===== src/rtl/mac_accum.sv =====
// Signed multiply-accumulate back end: sums 16-bit products into an ACC_W-bit frame total.
// Optional build macro MAC_ACCUM_SAT_EN clamps overflowing steps instead of wrapping.
module mac_accum #(
  parameter int unsigned ACC_W = 24
) (
  input  logic             clk,
  input  logic             rst_n,
  input  logic             in_valid,
  output logic             in_ready,
  input  logic [15:0]      in_prod,
  input  logic             in_last,
  output logic             out_valid,
  input  logic             out_ready,
  output logic [ACC_W-1:0] out_sum,
  output logic [7:0]       out_count,
  output logic             out_ovf
);

  localparam int unsigned CNT_W = 8;
  localparam logic [CNT_W-1:0] CNT_MAX = '1;
`ifdef MAC_ACCUM_SAT_EN
  localparam logic [ACC_W-1:0] SAT_MAX = {1'b0, {(ACC_W-1){1'b1}}};
  localparam logic [ACC_W-1:0] SAT_MIN = {1'b1, {(ACC_W-1){1'b0}}};
`endif

  typedef enum logic [1:0] {
    IDLE  = 2'd0,
    ACCUM = 2'd1,
    HOLD  = 2'd2
  } state_e;

  state_e           state_q;
  logic [ACC_W-1:0] acc_q, acc_d;
  logic [CNT_W-1:0] cnt_q, cnt_d;
  logic             ovf_q, ovf_d;
  logic             in_ready_q;
  logic             out_valid_q;
  logic [ACC_W-1:0] out_sum_q;
  logic [CNT_W-1:0] out_count_q;
  logic             out_ovf_q;

  logic [ACC_W-1:0] prod_ext;
  logic [ACC_W-1:0] sum_raw;
  logic             step_ovf;
  logic             accept;

  // Next accumulator values for the beat currently on the input port
  always_comb begin
    prod_ext = ACC_W'($signed(in_prod));
    sum_raw  = acc_q + prod_ext;
    step_ovf = (acc_q[ACC_W-1] == prod_ext[ACC_W-1]) &&
               (sum_raw[ACC_W-1] != acc_q[ACC_W-1]);
`ifdef MAC_ACCUM_SAT_EN
    acc_d    = step_ovf ? (prod_ext[ACC_W-1] ? SAT_MIN : SAT_MAX) : sum_raw;
`else
    acc_d    = sum_raw;
`endif
    cnt_d    = (cnt_q == CNT_MAX) ? cnt_q : cnt_q + CNT_W'(1);
    ovf_d    = ovf_q | step_ovf;
    accept   = in_valid && in_ready_q;
  end

  // Frame state machine; in_ready is kept as its own flop so it never sees out_ready
  always_ff @(posedge clk or negedge rst_n) begin
    if (!rst_n) begin
      state_q     <= IDLE;
      acc_q       <= '0;
      cnt_q       <= '0;
      ovf_q       <= 1'b0;
      in_ready_q  <= 1'b1;
      out_valid_q <= 1'b0;
      out_sum_q   <= '0;
      out_count_q <= '0;
      out_ovf_q   <= 1'b0;
    end else begin
      case (state_q)
        IDLE, ACCUM: begin
          if (accept) begin
            acc_q <= acc_d;
            cnt_q <= cnt_d;
            ovf_q <= ovf_d;
            if (in_last) begin
              state_q     <= HOLD;
              in_ready_q  <= 1'b0;
              out_valid_q <= 1'b1;
              out_sum_q   <= acc_d;
              out_count_q <= cnt_d;
              out_ovf_q   <= ovf_d;
            end else begin
              state_q <= ACCUM;
            end
          end
        end
        HOLD: begin
          if (out_ready) begin
            state_q     <= IDLE;
            acc_q       <= '0;
            cnt_q       <= '0;
            ovf_q       <= 1'b0;
            in_ready_q  <= 1'b1;
            out_valid_q <= 1'b0;
          end
        end
        default: state_q <= IDLE;
      endcase
    end
  end

  assign in_ready  = in_ready_q;
  assign out_valid = out_valid_q;
  assign out_sum   = out_sum_q;
  assign out_count = out_count_q;
  assign out_ovf   = out_ovf_q;

endmodule


===== config.mk =====
export PLATFORM = sky130hd
export DESIGN_NAME = mac_accum
export DESIGN_NICKNAME = d
export VERILOG_FILES = /design/src/rtl/mac_accum.sv
export SDC_FILE = /design/constraint.sdc
export NUM_CORES = 1
export LEC_CHECK = 0
export CAP_MARGIN = 25
export CELL_PAD_IN_SITES_DETAIL_PLACEMENT = 1
export CELL_PAD_IN_SITES_GLOBAL_PLACEMENT = 2
export CORE_AREA = 2 2 78 154
export CTS_CLUSTER_DIAMETER = 60
export DETAILED_ROUTE_END_ITERATION = 10
export DIE_AREA = 0 0 80 156
export PLACE_DENSITY_LB_ADDON = 0.1
export RECOVER_POWER = 25
export SLEW_MARGIN = 15
export SYNTH_ARGS = -nofsm -noshare
export SYNTH_HDL_FRONTEND = slang
export SYNTH_SLANG_ARGS = --single-unit

===== constraint.sdc =====
create_clock -name clk -period 6.4 [get_ports clk]
set_input_delay 1.28 -clock clk [delete_from_list [all_inputs] [get_ports clk]]
set_output_delay 1.28 -clock clk [all_outputs]
set_load 0.1 [all_outputs]

## After elaboration in Yosys (flattened, before gate mapping)

Index checks and enable logic that the tools add are counted.

| operators by class | value |
|---|---|
| equality and inequality tests | 8 |
| mux-type cells | 21 |
| add/sub/neg operators | 2 |
| bitwise operators | 1 |
| reduce and logical (&&, ||, !) cells | 9 |

Operators by type and width:

| operator | number |
|---|---|
| 24-bit 2-to-1 mux | 2 |
| 24-bit case mux with 2 select lines | 1 |
| 24-bit adder | 1 |
| 8-bit 2-to-1 mux | 3 |
| 8-bit case mux with 2 select lines | 1 |
| 8-bit by 1-bit adder with 8-bit output, second input constant | 1 |
| 8-bit == test, second input constant | 1 |
| 1-bit 2-to-1 mux | 7 |
| 2-bit 2-to-1 mux | 3 |
| 2-bit != test, second input constant | 3 |
| 1-bit case mux with 2 select lines | 3 |
| 3-bit AND reduction | 2 |
| 2-bit case mux with 2 select lines | 1 |
| 4-bit AND reduction | 1 |
| 2-bit by 1-bit == test with 1-bit output, second input constant | 1 |
| 2-bit == test, second input constant | 1 |
| 1-bit logical AND | 2 |
| 2-bit zero test | 1 |
| 2-bit AND reduction | 1 |
| 2-bit nonzero test | 1 |
| 2-bit OR reduction | 1 |
| 1-bit == test | 1 |
| 1-bit != test | 1 |
| 1-bit bitwise OR | 1 |

| storage, ports and cells | value |
|---|---|
| input bits | 21 |
| bits in registers | 70 |
| word-level logic and storage cells | 50 |
| output and inout port bits | 35 |

## Longest topological paths before layout

| logic depth | value |
|---|---|
| word-level depth | 6 |
| mapped depth | 9 |

## Worst setup path after synthesis

Ideal clock, no wire load.

| timing | value |
|---|---|
| kind | input port to flip-flop |
| start point | input port in_prod[0] |
| end point | register out_sum_q[18], in the netlist out_sum[18] |
| data arrival time | 3.447 ns |
| slack | 2.871 ns |
| stages on the path | 9 |
| cells stage by stage | ha_1 fa_1 a21o_1 a31oi_2 nor3_1 or3_1 a21oi_1 mux2_2 o22ai_1 |

| on the way | value |
|---|---|
| cells in the longest elaborated chain, start to end | 1 |

RTL lines:

| item | RTL line | text |
|---|---|---|
| start: declaration | 10 | `input logic [15:0] in_prod,` |
| 24-bit adder | 50 | `sum_raw = acc_q + prod_ext;` |
| end signal: assignment | 72 | `out_sum_q <= '0;` |
| end signal: assignment | 86 | `out_sum_q <= acc_d;` |
| end: declaration | 38 | `logic [ACC_W-1:0] out_sum_q;` |

Every way passes these cells.
A chain may end at the register's enable or synchronous reset.

## Final worst setup path

Same ends and word-level chain as after synthesis.

==> qor.txt <==
Crit share post-route -> 0.616
ANT cells -> 0
Detail Route Antenna Nets -> 0
Post-synth top area share -> 0.423
Core area -> 11300 um^2
Async S/R FF share, synth -> 1.00
Starting DRC count in detailed routing -> 67
Vias in the first global route -> 3984
Hold path depth -> 2
Pins Over Slew Limit -> 0
Syn Area/Cell -> 9.06 um^2
Crit-path leading delay family -> compound AO/OA/AOI/OAI gates
Slowest cell on the critical path -> clkdlybuf4s50_1
Placer Congestion -> 0.885
Max clock buf depth -> 2
Post-CTS Hold Buffers -> 0
Worst-Skew Late Latency -> 0.33 ns
Critical path class -> input pin to flip-flop
Area leader, netlist -> dfrtp_1
Total Wirelength -> 11600 um
DR DRC count -> 0
Vias per cell -> 5.39
CTS tree -> built
Post-CTS setup buffer count -> 0
# nets final -> 548
Initial antenna violation count -> 0
Post-layout min period -> 3.94 ns
PortBufs -> 55
CP peak stage delay -> 0.42 ns
GRT Total Usage -> 0.203
Final Hold Viols -> 0
Clock skew -> 0.00691 ns
Avg WL per Cell -> 17.9 um
DR pass1 iterations -> 4
Post-synth top cells -> nand2_1, dfrtp_1, o21ai_0
Hpwl dp -> 8690 um
DIE AREA -> 12500 um^2
H-tree depth -> 3
Max_cap viols -> 0
Die Height -> 156 um
First-pass GRT wire length -> 19600 um
Largest cells by area after synthesis -> dfrtp_1, nand2_1, ha_1, o21ai_0, a21oi_1
FF-to-FF path depth -> 9
R2r endpoint -> out_sum[18]
Most frequent cell after synthesis -> nand2_1
Hold path startpoint -> out_sum[6]
CTS resizes -> 0
WP data required -> 6.66 ns
Critical Path Fanout Max -> 3
Worst Path Buf+Inv -> 1
Hold Path End -> out_sum[6]
Worst path cell trace -> clkdlybuf4s50_1 > ha_1 > fa_1 > a21o_1 > a31oi_2 > nor3_1 > or3_1 > a21oi_1 > mux2_2 > o22ai_1
Post-synthesis cell count -> 451
Vias -> 3500
Status -> complete, no violations
R2R setup slack -> 3.45 ns
Setup TNS -> 0 ns
Num rows -> 55
Yosys warns -> 0
Layout cells sized above 1 -> 0.0750
RSZ-0062 raised after global routing -> no
Fmax -> 254 MHz
FILL cells -> 1357
Slew @ Worst Pin -> 1.02 ns
Worst hold-check path type -> flip-flop to flip-flop
Post-synth cell types -> 53
Crit path launch type -> input pin
Clock Sinks -> 70
Mapped cell area -> 4090 um^2
Slew margin rel. -> 0.318
CP endpoint kind -> flip-flop
Number of enable flip-flop cells after synthesis -> 0
Syn_nets -> 497
Flop and latch count out of synthesis -> 70
Grt total ovfl -> 0
Reg2reg start -> acc_q[0]
Root buf cell -> clkbuf_16
Pin count of the biggest net entering global routing -> 71
Area Growth Syn to Fin -> 24.3%
Post-synthesis sequential area ratio -> 0.429
Clock slew at reported path FFs -> 0.06 ns
Hold slack -> 0.474 ns
Chip width -> 80 um
CP arrival -> 4.20 ns
Top Ports -> 56
Endpoints failing setup -> 0
TritonCTS Buffers -> 9
Initial Utilization -> 0.362
Ys flop type -> dfrtp_1
[kinds of logic after synthesis]
group,Yosys count,share of synthesized area
muxes,11,0.0300
xor gates and xnor gates,22,0.0505
adders and majority gates,25,0.0784
AOI/OAI and AO/OA,139,0.213
and+or+nand+nor,159,0.174
DFF,70,0.429
buffers and inverters,25,0.0248
[metal layers]
metal | share of wire | track usage
met4 | 0.017 | 0.0678
met1 | 0.37 | 0.206
met5 | 0 | 0
met3 | 0.023 | 0.0295
met2 | 0.59 | 0.404
[how the worst max path moves through the flow]
stage | start | end | slack [ns] | cells after the start
global placement | in_prod[0] | out_sum[18] | 2.12 | 10
global route | in_prod[0] | out_sum[18] | 2.29 | 10
finish | in_prod[0] | out_sum[18] | 2.46 | 10
CTS | in_prod[0] | out_sum[18] | 2.42 | 10
detailed placement | in_prod[0] | out_sum[18] | 2.08 | 10
floorplan | in_prod[0] | out_sum[18] | 2.87 | 9
[placed cells by master, fill, tap and decap left out, types with 4 or more instances in the layout]
cell,instances
nand2_1,81
o211ai_1,5
nand2b_1,4
dfrtp_1,69
o21ai_0,55
xor2_1,12
xnor2_1,9
buf_4,4
ha_1,24
inv_1,6
a31oi_1,6
a21oi_1,29
a21o_1,7
a22o_1,7
o31ai_1,7
and2_1,5
clkdlybuf4s50_1,54
nor3_1,7
mux2_2,6
nand3_1,12
mux2i_1,4
nor2_1,25
and3_1,6
clkbuf_16,9
[final cells by class]
cell class,count,area [um^2],share of cell area
clock buffers,10,229,0.0451
clock inverters,6,86.3,0.0170
inverters,6,22.5,0.00443
multi-input cells,356,2240,0.440
flip-flops and latches,70,1750,0.345
well taps,142,178,0.0350
repair buffers,59,576,0.113
[sequential cells by signal, indices dropped and copies added (netlist names)]
name and flops:
acc_q 24, out_sum 24, cnt_q 8, out_count 8, state_q 2, in_ready 1
out_ovf 1, out_valid 1, ovf_q 1
[stage by stage]
| step | std cells | cell area, um^2 | util | worst slack (ns) |
|---|---|---|---|---|
| 2_1_floorplan | 451 | 4090 | - | 2.87 |
| 3_3_place_gp | 633 | 4760 | 0.422 | 2.12 |
| 3_5_place_dp | 633 | 4760 | 0.422 | 2.08 |
| 4_1_cts | 649 | 5080 | 0.450 | 2.42 |
| 5_1_grt | 649 | 5080 | 0.450 | 2.29 |
| 6_report | 649 | 5080 | 0.450 | 2.46 |
[worst min-delay path, cell delays in order, from the launching register on]
cell	delay [ns]
dfrtp_1	0.34
nand2_1	0.05
o21ai_0	0.06
Power is left out: the tool's default activity adds up to more than one toggle a clock period on the data nets, which glitch-free logic cannot reach.
